$ cat config.mk
export PLATFORM = sky130hd
export DESIGN_NAME = inst_encoder_flat
export DESIGN_NICKNAME = d
export VERILOG_FILES = /design/src/rtl/imme_pkg.sv /design/src/rtl/inst_encoder_if.sv /design/src/rtl/inst_pack.sv /design/src/rtl/inst_encoder.sv /design/src/flat_wrapper.sv
export SDC_FILE = /design/constraint.sdc
export NUM_CORES = 1
export LEC_CHECK = 0
export CORE_ASPECT_RATIO = 1.5
export CORE_UTILIZATION = 30
export CTS_CLUSTER_SIZE = 12
export DETAILED_ROUTE_END_ITERATION = 6
export GPL_TIMING_DRIVEN = 1
export PLACE_DENSITY = 0.56
export SETUP_SLACK_MARGIN = 0.5
export SLEW_MARGIN = 0
export SYNTH_ARGS = -nofsm -noshare
export SYNTH_HDL_FRONTEND = slang
export SYNTH_HIERARCHICAL = 1
export SYNTH_SLANG_ARGS = --single-unit
$ cat constraint.sdc
create_clock -name i_clk -period 5.3 [get_ports i_clk]
set_input_delay 0.53 -clock i_clk [delete_from_list [all_inputs] [get_ports i_clk]]
set_output_delay 0.53 -clock i_clk [all_outputs]
set_load 0.01 [all_outputs]
$ cat src/rtl/imme_pkg.sv
// Shared opcodes, field formats, error codes and FSM states for the instruction encoder.
// Also holds the immediate range-check helper.
package imme_pkg;

    localparam logic [6:0] OP_R  = 7'b0110011;
    localparam logic [6:0] OP_I  = 7'b0010011;
    localparam logic [6:0] OP_LD = 7'b0000011;
    localparam logic [6:0] OP_ST = 7'b0100011;
    localparam logic [6:0] OP_BR = 7'b1100011;

    localparam logic [31:0] NOP = 32'h00000013;

    typedef enum logic [2:0] {
        FMT_R  = 3'd0,
        FMT_I  = 3'd1,
        FMT_LD = 3'd2,
        FMT_ST = 3'd3,
        FMT_BR = 3'd4
    } fmt_e;

    typedef enum logic [1:0] {
        ERR_NONE  = 2'd0,
        ERR_RANGE = 2'd1,
        ERR_ALIGN = 2'd2,
        ERR_FMT   = 2'd3
    } err_code_e;

    typedef enum logic [1:0] {
        IDLE = 2'd0,
        LOAD = 2'd1,
        DONE = 2'd2
    } state_e;

    // True when imm[31:msb] are all copies of the sign bit, i.e. the value fits the field.
    function automatic logic imm_fits(input logic [31:0] imm, input int msb);
        logic ok;
        ok = 1'b1;
        for (int b = 0; b < 32; b++) begin
            if (b >= msb && imm[b] != imm[31]) begin
                ok = 1'b0;
            end
        end
        return ok;
    endfunction

endpackage

$ cat src/rtl/inst_encoder_if.sv
// Field-bundle input, burst control and imem-write output of the instruction encoder.
// master = loader/testbench side, slave = encoder side.
interface inst_encoder_if #(
    parameter int ADDR_W = 12,
    parameter int LEN_W  = 10
);
    logic              i_start;
    logic [ADDR_W-1:0] i_base;
    logic [LEN_W-1:0]  i_len;

    logic              i_valid;
    logic              o_ready;
    logic [2:0]        i_fmt;
    logic [4:0]        i_rd;
    logic [4:0]        i_rs1;
    logic [4:0]        i_rs2;
    logic [2:0]        i_funct3;
    logic [6:0]        i_funct7;
    logic [31:0]       i_imme;

    logic              o_valid;
    logic              i_ready;
    logic [31:0]       o_instruction;
    logic [ADDR_W-1:0] o_addr;
    logic              o_done;
    logic              o_err;
    logic [1:0]        o_err_code;

    modport master (
        output i_start, i_base, i_len,
        output i_valid, i_fmt, i_rd, i_rs1, i_rs2, i_funct3, i_funct7, i_imme,
        output i_ready,
        input  o_ready, o_valid, o_instruction, o_addr, o_done, o_err, o_err_code
    );

    modport slave (
        input  i_start, i_base, i_len,
        input  i_valid, i_fmt, i_rd, i_rs1, i_rs2, i_funct3, i_funct7, i_imme,
        input  i_ready,
        output o_ready, o_valid, o_instruction, o_addr, o_done, o_err, o_err_code
    );
endinterface

$ cat src/rtl/inst_pack.sv
// Combinational RV32I field packer: builds the instruction word for one field bundle
// and reports why it was rejected, substituting a NOP for any rejected word.
module inst_pack
    import imme_pkg::*;
(
    input  logic [2:0]  fmt,
    input  logic [4:0]  rd,
    input  logic [4:0]  rs1,
    input  logic [4:0]  rs2,
    input  logic [2:0]  funct3,
    input  logic [6:0]  funct7,
    input  logic [31:0] imme,
    output logic [31:0] word,
    output err_code_e   err_code
);

    logic [31:0] raw;

    // Format legality is decided first, then range, then branch alignment.
    always_comb begin
        raw      = NOP;
        err_code = ERR_NONE;
        case (fmt)
            FMT_R: begin
                raw = {funct7, rs2, rs1, funct3, rd, OP_R};
            end
            FMT_I: begin
                raw = {imme[11:0], rs1, funct3, rd, OP_I};
                if (!imm_fits(imme, 11)) err_code = ERR_RANGE;
            end
            FMT_LD: begin
                raw = {imme[11:0], rs1, funct3, rd, OP_LD};
                if (!imm_fits(imme, 11)) err_code = ERR_RANGE;
            end
            FMT_ST: begin
                raw = {imme[11:5], rs2, rs1, funct3, imme[4:0], OP_ST};
                if (!imm_fits(imme, 11)) err_code = ERR_RANGE;
            end
            FMT_BR: begin
                raw = {imme[12], imme[10:5], rs2, rs1, funct3, imme[4:1], imme[11], OP_BR};
                if (!imm_fits(imme, 12)) err_code = ERR_RANGE;
                else if (imme[0])        err_code = ERR_ALIGN;
            end
            default: begin
                err_code = ERR_FMT;
            end
        endcase
        word = (err_code == ERR_NONE) ? raw : NOP;
    end

endmodule

$ cat src/rtl/inst_encoder.sv
// Burst loader: accepts field bundles, packs them into RV32I words and writes them
// to consecutive word addresses through a single registered output stage.
module inst_encoder
    import imme_pkg::*;
#(
    parameter int ADDR_W = 12,
    parameter int LEN_W  = 10
) (
    input logic          i_clk,
    input logic          i_reset,
    inst_encoder_if.slave bus
);

    state_e            state;
    logic [ADDR_W-1:0] base;
    logic [LEN_W-1:0]  len;
    logic [LEN_W-1:0]  count;
    logic [ADDR_W-1:0] offset;
    logic [31:0]       pack_word;
    err_code_e         pack_err;
    logic              accept;

    inst_pack u_pack (
        .fmt      (bus.i_fmt),
        .rd       (bus.i_rd),
        .rs1      (bus.i_rs1),
        .rs2      (bus.i_rs2),
        .funct3   (bus.i_funct3),
        .funct7   (bus.i_funct7),
        .imme     (bus.i_imme),
        .word     (pack_word),
        .err_code (pack_err)
    );

    assign offset      = ADDR_W'({count, 2'b00});
    assign bus.o_ready = (state == LOAD) && (!bus.o_valid || bus.i_ready) && (count < len);
    assign accept      = bus.i_valid && bus.o_ready;

    always_ff @(posedge i_clk or posedge i_reset) begin
        if (i_reset) begin
            state             <= IDLE;
            base              <= '0;
            len               <= '0;
            count             <= '0;
            bus.o_valid       <= 1'b0;
            bus.o_instruction <= '0;
            bus.o_addr        <= '0;
            bus.o_done        <= 1'b0;
            bus.o_err         <= 1'b0;
            bus.o_err_code    <= ERR_NONE;
        end else begin
            bus.o_done <= 1'b0;
            case (state)
                IDLE: begin
                    if (bus.i_start) begin
                        base           <= bus.i_base & ~ADDR_W'(3);
                        len            <= bus.i_len;
                        count          <= '0;
                        bus.o_err      <= 1'b0;
                        bus.o_err_code <= ERR_NONE;
                        if (bus.i_len == '0) begin
                            state      <= DONE;
                            bus.o_done <= 1'b1;
                        end else begin
                            state <= LOAD;
                        end
                    end
                end
                LOAD: begin
                    // A stalled word stays put; an accept may overwrite only a word being drained.
                    if (accept) begin
                        bus.o_valid       <= 1'b1;
                        bus.o_instruction <= pack_word;
                        bus.o_addr        <= base + offset;
                        count             <= count + 1'b1;
                        if (pack_err != ERR_NONE) begin
                            bus.o_err <= 1'b1;
                            if (bus.o_err_code == ERR_NONE) bus.o_err_code <= pack_err;
                        end
                    end else if (bus.o_valid && bus.i_ready) begin
                        bus.o_valid <= 1'b0;
                    end
                    if (!accept && count == len && (!bus.o_valid || bus.i_ready)) begin
                        state      <= DONE;
                        bus.o_done <= 1'b1;
                    end
                end
                DONE: begin
                    state <= IDLE;
                end
                default: begin
                    state <= IDLE;
                end
            endcase
        end
    end

endmodule
$ cat src/flat_wrapper.sv
// flat-port wrapper written by rule: the top's interface ports become plain ports
module inst_encoder_flat import imme_pkg::*;
#(
    parameter int ADDR_W = 12,
    parameter int LEN_W  = 10
)
  (i_clk, i_reset, bus_i_start, bus_i_base, bus_i_len, bus_i_valid, bus_i_fmt, bus_i_rd, bus_i_rs1, bus_i_rs2, bus_i_funct3, bus_i_funct7, bus_i_imme, bus_i_ready, bus_o_ready, bus_o_valid, bus_o_instruction, bus_o_addr, bus_o_done, bus_o_err, bus_o_err_code);
  inst_encoder_if #(.ADDR_W(ADDR_W), .LEN_W(LEN_W)) bus_i ();
  input logic i_clk;
  input logic i_reset;
  input wire logic [$bits(bus_i.i_start)-1:0] bus_i_start;
  input wire logic [$bits(bus_i.i_base)-1:0] bus_i_base;
  input wire logic [$bits(bus_i.i_len)-1:0] bus_i_len;
  input wire logic [$bits(bus_i.i_valid)-1:0] bus_i_valid;
  input wire logic [$bits(bus_i.i_fmt)-1:0] bus_i_fmt;
  input wire logic [$bits(bus_i.i_rd)-1:0] bus_i_rd;
  input wire logic [$bits(bus_i.i_rs1)-1:0] bus_i_rs1;
  input wire logic [$bits(bus_i.i_rs2)-1:0] bus_i_rs2;
  input wire logic [$bits(bus_i.i_funct3)-1:0] bus_i_funct3;
  input wire logic [$bits(bus_i.i_funct7)-1:0] bus_i_funct7;
  input wire logic [$bits(bus_i.i_imme)-1:0] bus_i_imme;
  input wire logic [$bits(bus_i.i_ready)-1:0] bus_i_ready;
  output wire logic [$bits(bus_i.o_ready)-1:0] bus_o_ready;
  output wire logic [$bits(bus_i.o_valid)-1:0] bus_o_valid;
  output wire logic [$bits(bus_i.o_instruction)-1:0] bus_o_instruction;
  output wire logic [$bits(bus_i.o_addr)-1:0] bus_o_addr;
  output wire logic [$bits(bus_i.o_done)-1:0] bus_o_done;
  output wire logic [$bits(bus_i.o_err)-1:0] bus_o_err;
  output wire logic [$bits(bus_i.o_err_code)-1:0] bus_o_err_code;
  assign bus_i.i_start = bus_i_start;
  assign bus_i.i_base = bus_i_base;
  assign bus_i.i_len = bus_i_len;
  assign bus_i.i_valid = bus_i_valid;
  assign bus_i.i_fmt = bus_i_fmt;
  assign bus_i.i_rd = bus_i_rd;
  assign bus_i.i_rs1 = bus_i_rs1;
  assign bus_i.i_rs2 = bus_i_rs2;
  assign bus_i.i_funct3 = bus_i_funct3;
  assign bus_i.i_funct7 = bus_i_funct7;
  assign bus_i.i_imme = bus_i_imme;
  assign bus_i.i_ready = bus_i_ready;
  assign bus_o_ready = bus_i.o_ready;
  assign bus_o_valid = bus_i.o_valid;
  assign bus_o_instruction = bus_i.o_instruction;
  assign bus_o_addr = bus_i.o_addr;
  assign bus_o_done = bus_i.o_done;
  assign bus_o_err = bus_i.o_err;
  assign bus_o_err_code = bus_i.o_err_code;
  inst_encoder #(.ADDR_W(ADDR_W), .LEN_W(LEN_W)) u_core (.i_clk(i_clk), .i_reset(i_reset), .bus(bus_i));
endmodule
==> flow_summary.ini, run 1 <==
[yosys]
synth_seq_area_share_pct = 40.31
avgSynthCellArea_um2 = 9.929
synth_area_um2 = 4905
yosysTopAreaCell = dfrtp_1
ys_seq_elements = 79
synth_area_leaders = dfrtp_1 (40%), mux2_4 (11%), ha_1 (5.1%)
yosysWarnings = 6
synth_ff_type = dfrtp_1
synth_edf_count = 0
synth_top_area_share_pct = 40.31
synth_cell_type_count = 57
async_flop_share_pct = 100.0
syn_inst = 494

[detailed_routing]
viasPerCell = 5.079
ant_nets = 0
first_pass_iters = 4
vias = 4165
wl_per_cell_um = 16.32
drcViolationCount = 0
routed_wl_um = 13380
drtIter0Drc = 205

[die]
die_area_um2 = 16880
io-pin-count = 137
start_util_pct = 30.97
die_w_um = 106.4
rows = 56
design.core.area_um2 = 15840
die_y_um = 158.6

[critical_path]
arrival_ns = 3.01
worst_setup_path_start_kind = register
path_cells = ha_1 -> nand4_1 -> o2111ai_1 -> or4_1 -> clkinv_4 -> clkdlybuf4s50_1
cp-end-kind = output pin
crit_type = reg2out
startpoint = u_core/count[7]$_DFFE_PP0P_
cp.required_ns = 4.77
crit_buf_inv = 2
critPathTopFamily = simple AND/OR/NAND/NOR gates
worstReg2RegStart = u_core/count[7]$_DFFE_PP0P_
critPathSlowestCell = or4_1
path_max_fanout = 14
slowest_delay_ns = 0.74

[cts]
cts_htree_levels = 3
cts-buffers-inserted = 9
clk_pin_slew_ns = 0.06
post_cts_buffers = 0
clock-root-buffer = clkbuf_16
postCtsHoldBufs = 0
cts_resized = 0
clk_latency_ns = 0.33
clock-sinks = 79
clockBufferDepth = 2
cts_tree = yes

[placement]
place_area_um2 = 6327
dp_hpwl_um = 9883
post-place-ws_ns = 1.874
port_buffers = 132
routabilityCongestion = 0.8632

[pwr]
power_density_nw_per_um2 = 401.2
power.leakage_uw = 0.002866
ir_drop_mv = 0.1434

[global_route]
grt_pass1_vias = 4167
antenna_found_initial = 0
grt_max_degree = 58
grt_pass1_wl_um = 21180
grt_overflow_total = 0
grt_use_total_pct = 16.04

[worst_hold_path]
hp-class = reg2reg
hp-start = u_core/base[8]$_DFFE_PP0P_

[timing]
finalHoldViolations = 0
finalSetupViolations = 0
hold_ws_ns = 0.4889
max_slew_margin_pct = 14.91
min_period_ns = 3.535
fin_ws_ns = 1.765
finalMaxSlewViolations = 0
fmax_mhz = 282.9
fin_worst_skew_ns = 0.008409
finalSetupTns_ns = 0
tightest_slew_ns = 1.276
rsz0062_at_grt = no
finalCritPeriodShare_pct = 66.71

[layout]
design_area_um2 = 6609
fill_cells = 1561
drive_gt1_share_pct = 12.48
diodes = 0
mostFrequentLayoutCell = clkdlybuf4s50_1
final_cell_mix = clkdlybuf4s50_1 (132), dfrtp_1 (79), nand2_1 (64)
fin_nets = 720
area_growth_pct = 34.74

[run]
max-cap-violations = 0

[run_status]
outcome = completed
[per-layer routing]
layer | GRT usage (%) | share of wire, % | vias up
li1 | - | - | 1996
met1 | 18.52 | 40 | 2006
met2 | 29.41 | 52 | 148
met3 | 2.906 | 6.7 | 15
met4 | 5.688 | 1.4 | 0
met5 | 0 | 0 | -
[logic make-up (layout without fill, tap and decap cells)]
| family | Yosys count | after routing | share of synthesized area (%) |
|---|---|---|---|
| AOI/OAI and AO/OA | 123 | 123 | 16.51 |
| muxes | 53 | 53 | 14.59 |
| adders and majority gates | 21 | 21 | 5.510 |
| buffers and inverters | 53 | 173 | 5.612 |
| other | 3 | 6 | 0.2296 |
| DFF | 79 | 79 | 40.31 |
| and+or+nand+nor | 152 | 152 | 15.46 |
| xor gates and xnor gates | 10 | 10 | 1.786 |
[metrics by stage]
step                      util [%]  power (uW)  std cells
after floorplan                  -        1651        497
after global placement       39.96        2057        804
after detailed placement     39.96        2090        804
after CTS                    41.74        2688        820
after global routing         41.74        2840        820
final                        41.74        2652        820
[synthesized netlist by cell type, types with 2 or more instances]
master / number
nand2_1: 64
mux2_2: 8
a21oi_1: 29
and3_1: 3
dfrtp_1: 79
a211oi_1: 2
clkbuf_1: 14
nand4_1: 6
buf_2: 3
o21a_1: 8
o211ai_1: 2
o22ai_1: 3
or4_1: 3
nor2b_1: 13
buf_1: 2
buf_4: 6
a21boi_2: 4
mux2_4: 35
nor3_1: 7
a22oi_1: 5
mux2i_1: 10
or3_1: 4
a31oi_1: 16
xnor2_1: 6
xor2_1: 4
o2111ai_1: 3
o21ai_0: 27
conb_1: 3
a2bb2oi_1: 5
nand3_1: 15
ha_1: 20
inv_1: 21
buf_6: 6
a41o_1: 2
nor4_1: 5
nand2b_1: 6
a21boi_0: 4
nor2_1: 16
or2_2: 2
o22a_1: 6
[report_power, final]
part	switching [uW]	internal, uW	total, uW
Combinational	569	590	1160
Sequential	119	792	912
Clock	259	321	581
Total	948	1700	2650
[sequential cells by signal, indices dropped and copies added (netlist names)]
signal	flops
u_core/count	10
u_core/bus.o_err	1
u_core/bus.o_instruction	32
u_core/bus.o_done	1
u_core/bus.o_addr	10
u_core/base	10
u_core/bus.o_err_code	2
u_core/bus.o_valid	1
u_core/len	10
u_core/state	2
[worst register-to-register path, stage by stage, from the launching register on]
cell and delay, ns:
dfrtp_1 0.47, ha_1 0.34, nand4_1 0.18, o2111ai_1 0.15
or4_1 0.74, clkinv_4 0.22, nand2_4 0.43, mux2_4 0.50
[area by class of cell]
class	count	area (um2)	area share [%]
multi-input cells	365	2664	40.31
clock inverters	7	56.30	0.8519
clock buffers	9	225.2	3.408
inverters	22	88.84	1.344
well taps	203	254.0	3.843
flip-flops and latches	79	1977	29.91
repair buffers	135	1344	20.33
[final timing paths]
check	to	slack [ns]	cells after the start
hold reg to reg	u_core/base[8]$_DFFE_PP0P_	0.49	2
max in group asynchronous	u_core/state[1]$_DFFE_PP0P_	3.71	3
min in group asynchronous	u_core/bus.o_instruction[22]$_DFFE_PP0P_	0.50	2
hold / removal	u_core/base[8]$_DFFE_PP0P_	0.49	2
setup reg to reg	u_core/bus.o_instruction[3]$_DFFE_PP0P_	2.16	7
setup / recovery	bus_o_ready	1.76	6
Power figures use the tool's default switching activity.
==> run 2, diff against run 1 <==
==> constraint.sdc (replaced) <==
create_clock -name i_clk -period 3.54 [get_ports i_clk]
set_input_delay 0.354 -clock i_clk [delete_from_list [all_inputs] [get_ports i_clk]]
set_output_delay 0.354 -clock i_clk [all_outputs]
set_load 0.01 [all_outputs]
==> run 2 against run 1 <==
Sequential share of layout area decreased by 0.34 points; worst setup slack got worse by 1.1 ns; first-iteration DRC count increased by 12%; clock power increased by 68%; flip-flop and latch count unchanged; via count increased by 0.86%; register-to-register slack got worse by 1.3 ns; worst hold slack improved by 0.0017 ns; clock skew increased by 0.0011 ns; highest routed layer unchanged.
==> flow_summary.ini, run 2 (synthesis gave the netlist of run 1 again) <==
[timing]
finalCritPeriodShare_pct = 81.27
finalSetupViolations = 0
tightest_slew_ns = 1.259
max_slew_margin_pct = 16.07
finalMaxSlewViolations = 0
finalHoldViolations = 0
min_period_ns = 2.877
finalSetupTns_ns = 0
rsz0062_at_grt = no
fmax_mhz = 347.6
fin_worst_skew_ns = 0.009493

[die]
io-pin-count = 137
die_area_um2 = 16880
die_w_um = 106.4
die_y_um = 158.6
start_util_pct = 30.97
rows = 56
design.core.area_um2 = 15840

[layout]
largest_reg_flops = 32
drive_gt1_share_pct = 13.04
diodes = 0
fill_cells = 1594
area_growth_pct = 36.28
mostFrequentLayoutCell = clkdlybuf4s50_1
final_cell_mix = clkdlybuf4s50_1 (131), dfrtp_1 (79), nand2_1 (64)
fin_nets = 725
top_register = u_core/bus.o_instruction
fin_cells = 824

[critical_path]
critPathSlowestCell = or4_1
slowest_delay_ns = 0.59
path_max_fanout = 14
path_cells = ha_1 -> nand4_1 -> o2111ai_1 -> or4_1 -> clkinv_4 -> dlygate4sd2_1
arrival_ns = 2.52
crit_buf_inv = 2
crit_type = reg2out
cp-end-kind = output pin
cp.required_ns = 3.19
critPathTopFamily = simple AND/OR/NAND/NOR gates
worst_setup_path_start_kind = register

[detailed_routing]
vias = 4201
drtIter0Drc = 230
ant_nets = 0
routed_wl_um = 13530
wl_per_cell_um = 16.42
first_pass_iters = 4
viasPerCell = 5.098
drcViolationCount = 0

[placement]
dp_hpwl_um = 10030
port_buffers = 132
routabilityCongestion = 0.8547
post-place-cells = 809

[cts]
clock-sinks = 79
clk_pin_slew_ns = 0.06
cts-buffers-inserted = 9
cts_tree = yes
clockBufferDepth = 2
clock-root-buffer = clkbuf_16
clk_latency_ns = 0.33
cts_htree_levels = 3

[run_status]
outcome = completed

[global_route]
antenna_found_initial = 0
grt_pass1_vias = 4349
grt_use_total_pct = 16.21
grt_max_degree = 60
grt_pass1_wl_um = 21550
grt_overflow_total = 0

[run]
max-cap-violations = 0

[pwr]
ir_drop_mv = 0.2234
power_density_nw_per_um2 = 614.1
power.leakage_uw = 0.002915

[worst_hold_path]
hp-class = reg2reg
[run 2: path summary, 6_finish.rpt]
check	slack (ns)	startpoint	to	cells past startpoint
worst max-delay path	0.66	u_core/count[7]$_DFFE_PP0P_	bus_o_ready	6
worst min-delay path	0.49	u_core/base[5]$_DFFE_PP0P_	u_core/base[5]$_DFFE_PP0P_	2
worst max register to register	0.83	u_core/count[7]$_DFFE_PP0P_	u_core/bus.o_addr[6]$_DFFE_PP0P_	7
worst min register to register	0.49	u_core/base[5]$_DFFE_PP0P_	u_core/base[5]$_DFFE_PP0P_	2
max in group asynchronous	2.10	i_reset	u_core/len[9]$_DFFE_PP0P_	3
min in group asynchronous	0.58	i_reset	u_core/bus.o_instruction[24]$_DFFE_PP0P_	2
[run 2: power by group]
| part | internal, uW | switching [uW] |
|---|---|---|
| clock network | 612 | 366 |
| logic | 894 | 862 |
| registers | 1190 | 183 |
[run 2: repair_timing]
| item | CTS | global route |
|---|---|---|
| hold buffers | 0 | 0 |
| gates resized for setup | 1 | 1 |
| buffers inserted | 0 | 0 |
| setup endpoints to repair | 1 | 4 |
| pin swaps | 0 | 0 |
| gates cloned | 0 | 0 |
[run 2: layer usage]
layer / vias to the layer above / track usage [%] / share of wire (%)
met5: - / 0 / 0
met4: 0 / 5.886 / 1.5
met3: 12 / 2.088 / 5.0
met2: 137 / 30.74 / 52
met1: 2049 / 18.35 / 41
li1: 2003 / - / -
[run 2: cell type report]
| type | count | area (um2) | share of cell area (%) |
|---|---|---|---|
| Timing Repair Buffer | 140 | 1380 | 20.65 |
| Clock inverter | 6 | 86.33 | 1.292 |
| Clock buffer | 9 | 225.2 | 3.370 |
| Inverter | 22 | 88.84 | 1.329 |
| Tap cell | 203 | 254.0 | 3.800 |
| Multi-Input combinational cell | 365 | 2673 | 39.98 |
| Sequential cell | 79 | 1977 | 29.58 |
[run 2: worst register-to-register path: stages (launching register included)]
cell and delay (ns):
dfrtp_1 0.48, ha_1 0.34, nand4_1 0.17, o2111ai_1 0.14
or4_1 0.59, clkinv_4 0.17, nand2_8 0.27, mux2_4 0.44
[run 2: metrics by stage]
stage          hold slack [ns]  total power [uW]  area (um2)  util [%]  worst slack (ns)
2_1_floorplan           0.4523              2472        4916         -             1.163
3_3_place_gp            0.4715              3097        6365     40.19            0.6468
3_5_place_dp            0.4743              3151        6365     40.19            0.5923
4_1_cts                 0.4917              4147        6675     42.15            0.5891
5_1_grt                 0.5092              4379        6684     42.21            0.5372
6_report                0.4906              4104        6684     42.21            0.6631
==> run 3, diff against run 2 <==
--- a/config.mk
+++ b/config.mk
@@ -10,7 +10,7 @@
 export CTS_CLUSTER_SIZE = 12
 export DETAILED_ROUTE_END_ITERATION = 6
 export GPL_TIMING_DRIVEN = 1
-export PLACE_DENSITY = 0.56
+export PLACE_DENSITY = 0.58
 export SETUP_SLACK_MARGIN = 0.5
 export SLEW_MARGIN = 0
 export SYNTH_ARGS = -nofsm -noshare
==> constraint.sdc (replaced) <==
create_clock -name i_clk -period 2.5 [get_ports i_clk]
set_input_delay 0.25 -clock i_clk [delete_from_list [all_inputs] [get_ports i_clk]]
set_output_delay 0.25 -clock i_clk [all_outputs]
set_load 0.01 [all_outputs]
==> run 3 against run 2 <==
Global-route usage increased by 1.0 points; non-clock buffer count rose by 39; register-to-register slack worse by 0.61 ns; flip-flop and latch count unchanged; total power grew 53%; core utilization up 3.5 points; sequential power up 39%; first-iteration DRC count rose by 7.4%; routed wire length rose by 4.8%; combinational power increased by 81%; worst setup slack worse by 0.45 ns; die area is the same.
==> flow_summary.ini, run 3 (synthesis gave the netlist of run 1 again) <==
[timing]
fin_worst_skew_ns = 0.007793
fmax_mhz = 437.7
hold_ws_ns = 0.4041
max_slew_margin_pct = 48.40
rsz0062_at_grt = yes
finalHoldViolations = 0
finalCritPeriodShare_pct = 91.38
finalSetupViolations = 0
tightest_slew_ns = 0.7724
finalMaxSlewViolations = 0
fin_ws_ns = 0.2156
min_period_ns = 2.284

[pwr]
p_switching_uw = 2236
switching_share_pct = 35.62
power.leakage_uw = 0.003171
power_density_nw_per_um2 = 867.5
ir_drop_mv = 0.3504
combPwrFrac_pct = 50.8
p_int_uw = 4042
clockPowerShare_pct = 18.8
power_frac_seq_pct = 30.4

[layout]
top_register = u_core/bus.o_instruction
design_area_um2 = 7237
fin_nets = 764
area_growth_pct = 47.55
drive_gt1_share_pct = 21.82
seq_area_um2 = 1977
multi_input_area_um2 = 2840
mostFrequentLayoutCell = clkdlybuf4s50_1
final_cell_mix = clkdlybuf4s50_1 (130), dfrtp_1 (79), nand2_1 (63)
diodes = 0
fill_cells = 1507
largest_reg_flops = 32

[cts]
clock-root-buffer = clkbuf_16
cts_htree_levels = 3
cts-buffers-inserted = 9
cts_tree = yes
clk_latency_ns = 0.33
clock-sinks = 79
clk_pin_slew_ns = 0.06
clockBufferDepth = 2

[detailed_routing]
viasPerCell = 5.009
drtIter0Drc = 247
vias = 4323
first_pass_iters = 6
wl_per_cell_um = 16.44
routed_wl_um = 14190
ant_nets = 0
drcViolationCount = 0

[die]
die_w_um = 106.4
io-pin-count = 137
die_area_um2 = 16880
design.core.area_um2 = 15840
rows = 56
die_y_um = 158.6
start_util_pct = 30.97

[global_route]
grt_pass1_wl_um = 22750
grt_pass1_vias = 4478
grt_overflow_total = 0
grt_max_degree = 48
grt_use_total_pct = 17.22
antenna_found_initial = 0

[placement]
routabilityCongestion = 0.8742
place_area_um2 = 6631
post-place-ws_ns = -0.03346
port_buffers = 132
dp_hpwl_um = 10570

[critical_path]
path_max_fanout = 4
arrival_ns = 2.03
worst_setup_path_start_kind = register
cp.required_ns = 2.25
cp-end-kind = output pin
crit_type = reg2out

[worst_hold_path]
hp-class = in2async

[run_status]
outcome = completed

[run]
max-cap-violations = 0
run 3: routing by layer:
metal / vias up / global-route usage [%] / part of all wire [%]
li1: 2083 / - / -
met1: 2053 / 19.17 / 40
met2: 168 / 32.25 / 52
met3: 19 / 3.029 / 5.6
met4: 0 / 6.614 / 1.9
met5: - / 0 / 0
run 3: cell type report:
type                    instances  area share, %
multi-input cells             365          39.25
repair buffers                179          24.91
flip-flops and latches         79          27.32
clock inverters                 6         0.5360
clock buffers                   9          3.112
well taps                     203          3.510
inverters                      22          1.366
run 3: path summary, 6_finish.rpt:
kind / startpoint / end / slack [ns] / cells after the start
worst max-delay path: u_core/count[8]$_DFFE_PP0P_ / bus_o_ready / 0.22 / 6
worst min-delay path: i_reset / u_core/bus.o_instruction[19]$_DFFE_PP0P_ / 0.40 / 2
worst max register to register: u_core/count[8]$_DFFE_PP0P_ / u_core/bus.o_instruction[23]$_DFFE_PP0P_ / 0.22 / 8
worst min register to register: u_core/base[2]$_DFFE_PP0P_ / u_core/base[2]$_DFFE_PP0P_ / 0.49 / 2
max in group asynchronous: i_reset / u_core/bus.o_err$_DFFE_PP0P_ / 1.39 / 3
min in group i_clk: bus_i_base[8] / u_core/base[8]$_DFFE_PP0P_ / 0.45 / 3
run 3: timing repair:
item	4_1_cts	5_1_grt
buffers inserted	12	1
gates resized for setup	35	15
cloned	1	1
pin swaps	10	4
hold buffers	0	0
endpoints found under the setup margin	60	60
run 3: power groups by stage:
stage	clock, uW	sequential (uW)	combinational [uW]
after floorplan	0	1990	1580
after global placement	0	1910	2660
after detailed placement	0	1930	2700
after CTS	1220	1910	3050
after global routing	1280	1960	3480
final	1180	1910	3190
run 3: through the flow:
stage | power [uW] | util [%] | instances | TNS [ns]
final | 6278 | 45.70 | 863 | 0
after global routing | 6722 | 45.70 | 863 | 0
after CTS | 6181 | 45.11 | 861 | 0
after detailed placement | 4626 | 41.88 | 833 | -0.04479
after global placement | 4569 | 41.88 | 833 | -0.03476
after floorplan | 3567 | - | 497 | 0
run 3: worst max-delay path: stages, from the launching register on:
cell and delay, ns:
dfrtp_1 0.42, ha_4 0.26, nand4_1 0.18, nor3_2 0.06
or4_4 0.59, clkinv_8 0.09, buf_6 0.10
